[config.mk]
export PLATFORM = sky130hd
export DESIGN_NAME = alu_muldiv_seq_flat
export DESIGN_NICKNAME = d
export VERILOG_FILES = /design/src/rtl/alu_pkg.sv /design/src/rtl/alu_muldiv_seq_if.sv /design/src/rtl/alu_muldiv_seq.sv /design/src/flat_wrapper.sv
export SDC_FILE = /design/constraint.sdc
export NUM_CORES = 1
export LEC_CHECK = 0
export CORE_UTILIZATION = 49
export DETAILED_ROUTE_END_ITERATION = 8
export MAX_ROUTING_LAYER = met4
export PLACE_DENSITY = 0.84
export RECOVER_POWER = 25
export SYNTH_ARGS = -nofsm -noshare
export SYNTH_HDL_FRONTEND = slang
export SYNTH_SLANG_ARGS = --single-unit
[constraint.sdc]
create_clock -name clk -period 3.1 [get_ports clk]
set_input_delay 0.62 -clock clk [delete_from_list [all_inputs] [get_ports clk]]
set_output_delay 0.62 -clock clk [all_outputs]
set_load 0.05 [all_outputs]
[src/rtl/alu_pkg.sv]
// alu_pkg: shared ALU opcodes, flag indices, condition codes
// and the mul/div sequencer state encoding.
package alu_pkg;

    localparam int ALU_W = 12;

    localparam logic [4:0] OP_NOP = 5'h00;
    localparam logic [4:0] OP_MOV = 5'h01;
    localparam logic [4:0] OP_AND = 5'h02;
    localparam logic [4:0] OP_OR  = 5'h03;
    localparam logic [4:0] OP_ADD = 5'h04;
    localparam logic [4:0] OP_ADC = 5'h05;
    localparam logic [4:0] OP_SUB = 5'h06;
    localparam logic [4:0] OP_XOR = 5'h07;
    localparam logic [4:0] OP_RKL = 5'h0A;
    localparam logic [4:0] OP_RKR = 5'h0B;
    localparam logic [4:0] OP_SHL = 5'h0C;
    localparam logic [4:0] OP_SHR = 5'h0D;

    localparam int FLG_Z = 0;
    localparam int FLG_S = 1;
    localparam int FLG_K = 2;
    localparam int FLG_V = 3;
    localparam int FLG_P = 4;

    localparam logic [3:0] CC_EQ  = 4'h0;
    localparam logic [3:0] CC_NE  = 4'h1;
    localparam logic [3:0] CC_KS  = 4'h2;
    localparam logic [3:0] CC_KC  = 4'h3;
    localparam logic [3:0] CC_ALW = 4'hF;

    typedef enum logic [2:0] {
        S_IDLE,
        S_M_ADD,
        S_M_RH,
        S_M_RL,
        S_D_SHL,
        S_D_RKL,
        S_D_SUB,
        S_DONE
    } seq_state_t;

endpackage

[src/rtl/alu_muldiv_seq_if.sv]
// alu_muldiv_seq_if: CPU-side issue/result handshake
// for the multiply/divide sequencer.
interface alu_muldiv_seq_if #(
    parameter int W = 12
);
    logic         start;
    logic         op_div;
    logic [W-1:0] opa;
    logic [W-1:0] opb;
    logic         busy;
    logic         done;
    logic         div_zero;
    logic [W-1:0] res_hi;
    logic [W-1:0] res_lo;

    modport master (
        output start, op_div, opa, opb,
        input  busy, done, div_zero, res_hi, res_lo
    );

    modport slave (
        input  start, op_div, opa, opb,
        output busy, done, div_zero, res_hi, res_lo
    );

endinterface

[src/rtl/alu_muldiv_seq.sv]
// alu_muldiv_seq: 12x12 multiply / 12/12 restoring divide on
// the shared ALU. ALU_MULDIV_ABORT_EN adds an abort input.
module alu_muldiv_seq
    import alu_pkg::*;
#(
    parameter int W     = 12,
    parameter int CNT_W = 4
) (
    input  logic            clk,
    input  logic            rst,
`ifdef ALU_MULDIV_ABORT_EN
    input  logic            abort,
`endif
    alu_muldiv_seq_if.slave cpu,
    output logic [W-1:0]    alu_a,
    output logic [W-1:0]    alu_b,
    output logic [4:0]      alu_op,
    output logic [4:0]      alu_flg_in,
    output logic [3:0]      alu_cond,
    input  logic [W-1:0]    alu_q,
    input  logic [4:0]      alu_flg_out
);

    seq_state_t       state, state_nxt;
    logic [W-1:0]     hi, hi_nxt;
    logic [W-1:0]     lo, lo_nxt;
    logic [W-1:0]     hi_sh, hsh_nxt;
    logic [W-1:0]     opnd, opnd_nxt;
    logic             k, k_nxt;
    logic             ovf, ovf_nxt;
    logic [CNT_W-1:0] count, cnt_nxt;
    logic             dz, dz_nxt;
    logic [W-1:0]     res_hi, res_lo;
    logic             k_in, k_out, last;
    logic             unused_flg;

    assign k_out      = alu_flg_out[FLG_K];
    assign unused_flg = ^{alu_flg_out[4:3], alu_flg_out[1:0]};
    assign last       = (count == CNT_W'(W - 1));
    assign alu_cond   = CC_ALW;

    always_comb begin
        alu_flg_in        = '0;
        alu_flg_in[FLG_K] = k_in;
    end

    assign cpu.busy     = (state != S_IDLE);
    assign cpu.done     = (state == S_DONE);
    assign cpu.div_zero = dz;
    assign cpu.res_hi   = res_hi;
    assign cpu.res_lo   = res_lo;

    always_comb begin
        state_nxt = state;
        hi_nxt    = hi;
        lo_nxt    = lo;
        hsh_nxt   = hi_sh;
        opnd_nxt  = opnd;
        k_nxt     = k;
        ovf_nxt   = ovf;
        cnt_nxt   = count;
        dz_nxt    = dz;
        alu_op    = OP_NOP;
        alu_a     = '0;
        alu_b     = '0;
        k_in      = 1'b0;
        unique case (state)
            S_IDLE: begin
                if (cpu.start) begin
                    opnd_nxt = cpu.op_div ? cpu.opb : cpu.opa;
                    cnt_nxt  = '0;
                    dz_nxt   = 1'b0;
                    hi_nxt   = '0;
                    if (!cpu.op_div) begin
                        lo_nxt    = cpu.opb;
                        state_nxt = S_M_ADD;
                    end else if (cpu.opb != '0) begin
                        lo_nxt    = cpu.opa;
                        state_nxt = S_D_SHL;
                    end else begin
                        hi_nxt    = cpu.opa;
                        lo_nxt    = '1;
                        dz_nxt    = 1'b1;
                        state_nxt = S_DONE;
                    end
                end
            end
            S_M_ADD: begin
                alu_op    = OP_ADD;
                alu_a     = hi;
                alu_b     = lo[0] ? opnd : '0;
                k_in      = k;
                hi_nxt    = alu_q;
                k_nxt     = k_out;
                state_nxt = S_M_RH;
            end
            S_M_RH: begin
                alu_op    = OP_RKR;
                alu_b     = hi;
                k_in      = k;
                hi_nxt    = alu_q;
                k_nxt     = k_out;
                state_nxt = S_M_RL;
            end
            S_M_RL: begin
                alu_op    = OP_RKR;
                alu_b     = lo;
                k_in      = k;
                lo_nxt    = alu_q;
                cnt_nxt   = count + 1'b1;
                state_nxt = last ? S_DONE : S_M_ADD;
            end
            S_D_SHL: begin
                alu_op    = OP_SHL;
                alu_b     = lo;
                k_in      = k;
                lo_nxt    = alu_q;
                k_nxt     = k_out;
                state_nxt = S_D_RKL;
            end
            S_D_RKL: begin
                alu_op    = OP_RKL;
                alu_b     = hi;
                k_in      = k;
                hsh_nxt   = alu_q;
                ovf_nxt   = k_out;
                state_nxt = S_D_SUB;
            end
            S_D_SUB: begin
                alu_op  = OP_SUB;
                alu_a   = hi_sh;
                alu_b   = opnd;
                k_in    = k;
                // ovf: true remainder exceeds W bits, so it always fits
                if (ovf || !k_out) begin
                    hi_nxt    = alu_q;
                    lo_nxt[0] = 1'b1;
                end else begin
                    hi_nxt = hi_sh;
                end
                cnt_nxt   = count + 1'b1;
                state_nxt = last ? S_DONE : S_D_SHL;
            end
            S_DONE: begin
                state_nxt = S_IDLE;
            end
            default: begin
                state_nxt = S_IDLE;
            end
        endcase
`ifdef ALU_MULDIV_ABORT_EN
        if (abort && state != S_IDLE && state != S_DONE) begin
            state_nxt = S_IDLE;
            dz_nxt    = 1'b0;
        end
`endif
    end

    always_ff @(posedge clk or posedge rst) begin
        if (rst) begin
            state  <= S_IDLE;
            hi     <= '0;
            lo     <= '0;
            hi_sh  <= '0;
            opnd   <= '0;
            k      <= 1'b0;
            ovf    <= 1'b0;
            count  <= '0;
            dz     <= 1'b0;
            res_hi <= '0;
            res_lo <= '0;
        end else begin
            state <= state_nxt;
            hi    <= hi_nxt;
            lo    <= lo_nxt;
            hi_sh <= hsh_nxt;
            opnd  <= opnd_nxt;
            k     <= k_nxt;
            ovf   <= ovf_nxt;
            count <= cnt_nxt;
            dz    <= dz_nxt;
            // results only move on the way into DONE
            if (state_nxt == S_DONE) begin
                res_hi <= hi_nxt;
                res_lo <= lo_nxt;
            end
        end
    end

endmodule

[src/flat_wrapper.sv]
// flat-port wrapper written by rule: the top's interface ports become plain ports
module alu_muldiv_seq_flat import alu_pkg::*;
#(
    parameter int W     = 12,
    parameter int CNT_W = 4
)
  (clk, rst, alu_a, alu_b, alu_op, alu_flg_in, alu_cond, alu_q, alu_flg_out, cpu_start, cpu_op_div, cpu_opa, cpu_opb, cpu_busy, cpu_done, cpu_div_zero, cpu_res_hi, cpu_res_lo);
  alu_muldiv_seq_if #(.W(W)) cpu_i ();
  input  logic clk;
  input  logic rst;
  output logic [W-1:0] alu_a;
  output logic [W-1:0] alu_b;
  output logic [4:0] alu_op;
  output logic [4:0] alu_flg_in;
  output logic [3:0] alu_cond;
  input  logic [W-1:0] alu_q;
  input  logic [4:0] alu_flg_out;
  input wire logic [$bits(cpu_i.start)-1:0] cpu_start;
  input wire logic [$bits(cpu_i.op_div)-1:0] cpu_op_div;
  input wire logic [$bits(cpu_i.opa)-1:0] cpu_opa;
  input wire logic [$bits(cpu_i.opb)-1:0] cpu_opb;
  output wire logic [$bits(cpu_i.busy)-1:0] cpu_busy;
  output wire logic [$bits(cpu_i.done)-1:0] cpu_done;
  output wire logic [$bits(cpu_i.div_zero)-1:0] cpu_div_zero;
  output wire logic [$bits(cpu_i.res_hi)-1:0] cpu_res_hi;
  output wire logic [$bits(cpu_i.res_lo)-1:0] cpu_res_lo;
  assign cpu_i.start = cpu_start;
  assign cpu_i.op_div = cpu_op_div;
  assign cpu_i.opa = cpu_opa;
  assign cpu_i.opb = cpu_opb;
  assign cpu_busy = cpu_i.busy;
  assign cpu_done = cpu_i.done;
  assign cpu_div_zero = cpu_i.div_zero;
  assign cpu_res_hi = cpu_i.res_hi;
  assign cpu_res_lo = cpu_i.res_lo;
  alu_muldiv_seq #(.W(W), .CNT_W(CNT_W)) u_core (.clk(clk), .rst(rst), .cpu(cpu_i), .alu_a(alu_a), .alu_b(alu_b), .alu_op(alu_op), .alu_flg_in(alu_flg_in), .alu_cond(alu_cond), .alu_q(alu_q), .alu_flg_out(alu_flg_out));
endmodule
# [Word-level counts from Yosys, hierarchy flattened]
# Index checks and enable logic that the tools add are counted.
[classes] n_addsub=1 n_eq_ne=10 muxes=27 reduce_logical=15
[op_table] cell="2-to-1 mux 12 bit" n=9
[op_table] cell="case mux 12 bit (4 select lines)" n=1
[op_table] cell="case mux 12 bit (3 select lines)" n=1
[op_table] cell="case mux 12 bit (2 select lines)" n=1
[op_table] cell="case mux 3 bit (8 select lines)" n=1
[op_table] cell="case mux 11 bit (2 select lines)" n=1
[op_table] cell="case mux 4 bit (5 select lines)" n=1
[op_table] cell="== test 3 bit (second input constant)" n=5
[op_table] cell="nonzero test 12 bit" n=1
[op_table] cell="OR reduction 2 bit" n=5
[op_table] cell="2-to-1 mux 3 bit" n=3
[op_table] cell="case mux 4 bit (2 select lines)" n=1
[op_table] cell="== test 3 x 2 -> 1 bit (second input constant)" n=2
[op_table] cell="OR reduction 6 bit" n=1
[op_table] cell="adder 4 x 1 -> 4 bit (second input constant)" n=1
[op_table] cell="== test 4 bit (second input constant)" n=1
[op_table] cell="2-to-1 mux 1 bit" n=4
[op_table] cell="2-to-1 mux 2 bit" n=2
[op_table] cell="2-to-1 mux 4 bit" n=1
[op_table] cell="AND reduction 2 bit" n=2
[op_table] cell="== test 3 x 1 -> 1 bit (second input constant)" n=1
[op_table] cell="zero test 3 bit" n=1
[op_table] cell="case mux 1 bit (3 select lines)" n=1
[op_table] cell="nonzero test 3 bit" n=1
[op_table] cell="other kinds (5)" n=5
[totals] register_bits=82 output_inout_bits=65 wordCells=64

# [Depth between registers and ports, before layout]
[logic_depth] depth_word=6 mapped_depth=8 ltp_nobuf=6

# [Least setup slack after synthesis]
# No wires, ideal clock.
[synth_path] kind="reg2out" from="register u_core.state[1]" to="output port alu_b[10]" arrival_time_ns=2.271 path_slack_ns=0.209 path_stages_with_launch=9 cell_sequence="dfrtp_1 > buf_2 > nor2b_1 > clkbuf_1 > inv_1 > o21ai_0 > clkbuf_1 > a222oi_1 > inv_1"
[synth_between] elab_chain_cells=3
[synth_lines] element="from (decl)" line_no="alu_muldiv_seq.sv:24" rtl="seq_state_t state, state_nxt;"
[synth_lines] element="from (signal assigned)" line_no="alu_muldiv_seq.sv:173" rtl="state <= state_nxt;"
[synth_lines] element="== test 3 x 2 -> 1 bit or == test 3 bit (tied branches)" line_no="alu_muldiv_seq.sv:67" rtl="unique case (state)"
[synth_lines] element="OR reduction 2 bit (no line)"
[synth_lines] element="case mux 12 bit (4 select lines) (*)" line_no="alu_muldiv_seq.sv:67"
[synth_lines] element="to (decl)" line_no="flat_wrapper.sv:12" rtl="output logic [W-1:0] alu_b;"
# Every way passes the cells marked *; elsewhere a longest branch is shown, timed or not.

# [Final worst setup path]
[layout_path] from="register u_core.state[1]" to="output port alu_b[11]"
# Same word-level chain as after synthesis.

==> results.tsv <==
metric	value	unit
status	finished with violations	
violations	max-capacitance violations, max-slew violations	
power_frac_seq	0.252	
power_frac_comb	0.648	
layoutNonFillerInstCount	573	
setup_ws	0.109	ns
drt-wirelength-per-cell	21.5	µm
drt_iter0_drc	438	
numCtsBuffers	9	
rsz0062_at_grt	no	
synth_ff_type	dfrtp_1	
post_synth_instance_area	0.00432	mm²
place_congestion	0.905	
dp.cells	557	
dpl.hpwl	8410	µm
p_sw_frac	0.467	
ys_warn_count	0	
drv_cap	1	
hold_viol	0	
ctsHoldBuffers	0	
grt-ovfl-total	0	
cp_max_fo	11	
tns	0	ns
ir_worst_vdd	999	µV
clkSinkCount	82	
finalSetupViolations	0	
die_h	95.9	µm
synth_seq_cells	82	
worst_pin_slew	1.71	ns
power_switching	3.66	mW
worstPathArrival	2.37	ns
critPathLaunch	u_core.state[1]$_DFF_PP0_	
drive_above_1_share	0.244	
final_common_cell	dfrtp_1	
num-nets-final	509	
ios	110	
die_x	95.9	µm
rows	33	
min_from	u_core.cpu.div_zero$_DFFE_PP0P_	
clock_skew	0.00794	ns
die_area	0.00919	mm²
final_cell_mix	dfrtp_1, clkdlybuf4s50_1, buf_12, a22o_1, a221o_1	
num_vias	3753	
seq_area_frac_synth	0.475	
ys_types	53	
required	2.48	ns
htree_num_levels	3	
pwr-share-clk	0.099	
p_leak	2.68	nW
clk_path_buf_depth	2	
clock-root-buffer	clkbuf_8	
whs	0.502	ns
power.total	7.84	mW
clk_latency	0.35	ns
hold_path.class	register to register	
gr-usage-all-layers	0.297	
antenna_cells	0	
drc	0	
synth_edf_count	0	
postRouteAntennaNets	0	
syn_avg_cell_area	11.7	µm²
dp_slack	0.0897	ns
core_area	0.00838	mm²
fin_crit_sh	0.965	
clkSlewWorstSetupHoldPaths	0.08	ns
area_growth	35.8	%
grt_first_pass_wirelength	19600	µm
wirelength	12300	µm
grt_pass1_vias	3746	
antenna_found_initial	0	
async_flop_share	1.00	
slew_headroom	-0.148	
clock.fmax	334	MHz
vias_per_cell	6.55	
start_kind	register	
netlist_instances	368	
dr.pass1.iters	7	
critical_path_class	register to primary output	
io_buffers	96	
start_util	0.515	
grt_max_degree	46	
end_kind	primary output	
tritoncts	yes	
drv_slew	38	
finalCriticalPeriod	2.99	ns
power_density	1340	mW/mm²
internal_power	4.18	mW
rr_startpoint	u_core.state[1]$_DFF_PP0_	
-- worst paths after layout --
path | endpoint | depth (start not counted) | slack, ns
max | alu_b[11] | 7 | 0.11
max in group asynchronous | u_core.state[0]$_DFF_PP0_ | 3 | 1.09
min | u_core.cpu.div_zero$_DFFE_PP0P_ | 1 | 0.50
max reg2reg | u_core.cpu.res_lo[11]$_DFFE_PP0N_ | 5 | 0.47
min in group asynchronous | u_core.cpu.res_hi[9]$_DFFE_PP0N_ | 2 | 1.13
min reg2reg | u_core.cpu.div_zero$_DFFE_PP0P_ | 1 | 0.50
-- power by group through the flow --
stage               clock network [mW]  logic (mW)  registers (mW)
floorplan                            0        2.74            2.29
global placement                     0        4.94            1.93
finish                           0.779        5.09            1.98
detailed placement                   0        5.03            1.96
global route                     0.828        5.31            2.03
CTS                              0.782        5.06            1.95
-- kinds of logic (layout without fill, tap and decap cells) --
family / count (synthesis) / after routing / synth area share
other: 2 / 9 / 0.00174
buffers and inverters: 60 / 153 / 0.0666
adders and majority gates: 1 / 1 / 0.00290
xor gates and xnor gates: 1 / 1 / 0.00203
muxes: 53 / 53 / 0.151
and+or+nand+nor: 49 / 49 / 0.0652
AOI/OAI and AO/OA: 120 / 120 / 0.235
DFF: 82 / 82 / 0.475
-- area by class of cell --
type,count,area (µm²)
multi-input cells,233,2030
clock buffers,12,145
flip-flops and latches,82,2050
fillers,580,2510
repair buffers,117,1380
inverters,20,76.3
well taps,105,131
clock inverters,4,51.3
-- registers in the layout (all words and copies together) (netlist names) --
signal and flops:
u_core.state 3, u_core.hi_sh 12, u_core.cpu.div_zero 1, u_core.count 4
u_core.lo 12, u_core.cpu.res_hi 12, u_core.opnd 12, u_core.ovf 1
u_core.cpu.res_lo 12, u_core.hi 12, u_core.k 1
-- metal layers --
layer,global-route usage,part of all wire
met4,0.112,0.031
met3,0.0656,0.092
met2,0.467,0.48
met5,-,0
met1,0.377,0.39
-- cell usage after synthesis (all sizes together) (3+ instances only) --
cell    number  share of area
and3         3         0.0043
a222oi      11          0.025
inv         20          0.017
mux2i       15          0.035
clkbuf      16          0.014
or4          3         0.0070
o221a       11          0.029
nand3        3         0.0035
dfrtp       82           0.48
o21ai        9          0.011
a21oi       21          0.024
a21o         3         0.0052
a221oi       3         0.0061
nor2        18          0.016
nand2        5         0.0043
nand2b       4         0.0058
a221o       23          0.053
mux2        38           0.12
a22o        24          0.049
buf         24          0.035
-- critical path, stage by stage (launching register included) --
cell      delay (ns)
dfrtp_1         0.52
buf_4           0.24
nand3b_1        0.19
o21ai_0         0.11
buf_4           0.21
a222oi_1        0.42
inv_1           0.15
buf_12          0.18
-- timing repair --
item,4_1_cts,5_1_grt
setup endpoints to repair,0,10
gates resized for setup,0,3
buffers inserted,0,0
-- per-stage QoR --
stage | instance area, µm² | util
after floorplan | 4350 | -
after global placement | 5670 | 0.676
after detailed placement | 5670 | 0.676
after CTS | 5860 | 0.700
after global routing | 5870 | 0.700
final | 5870 | 0.700
No activity file was read; power rests on OpenSTA's default activity.
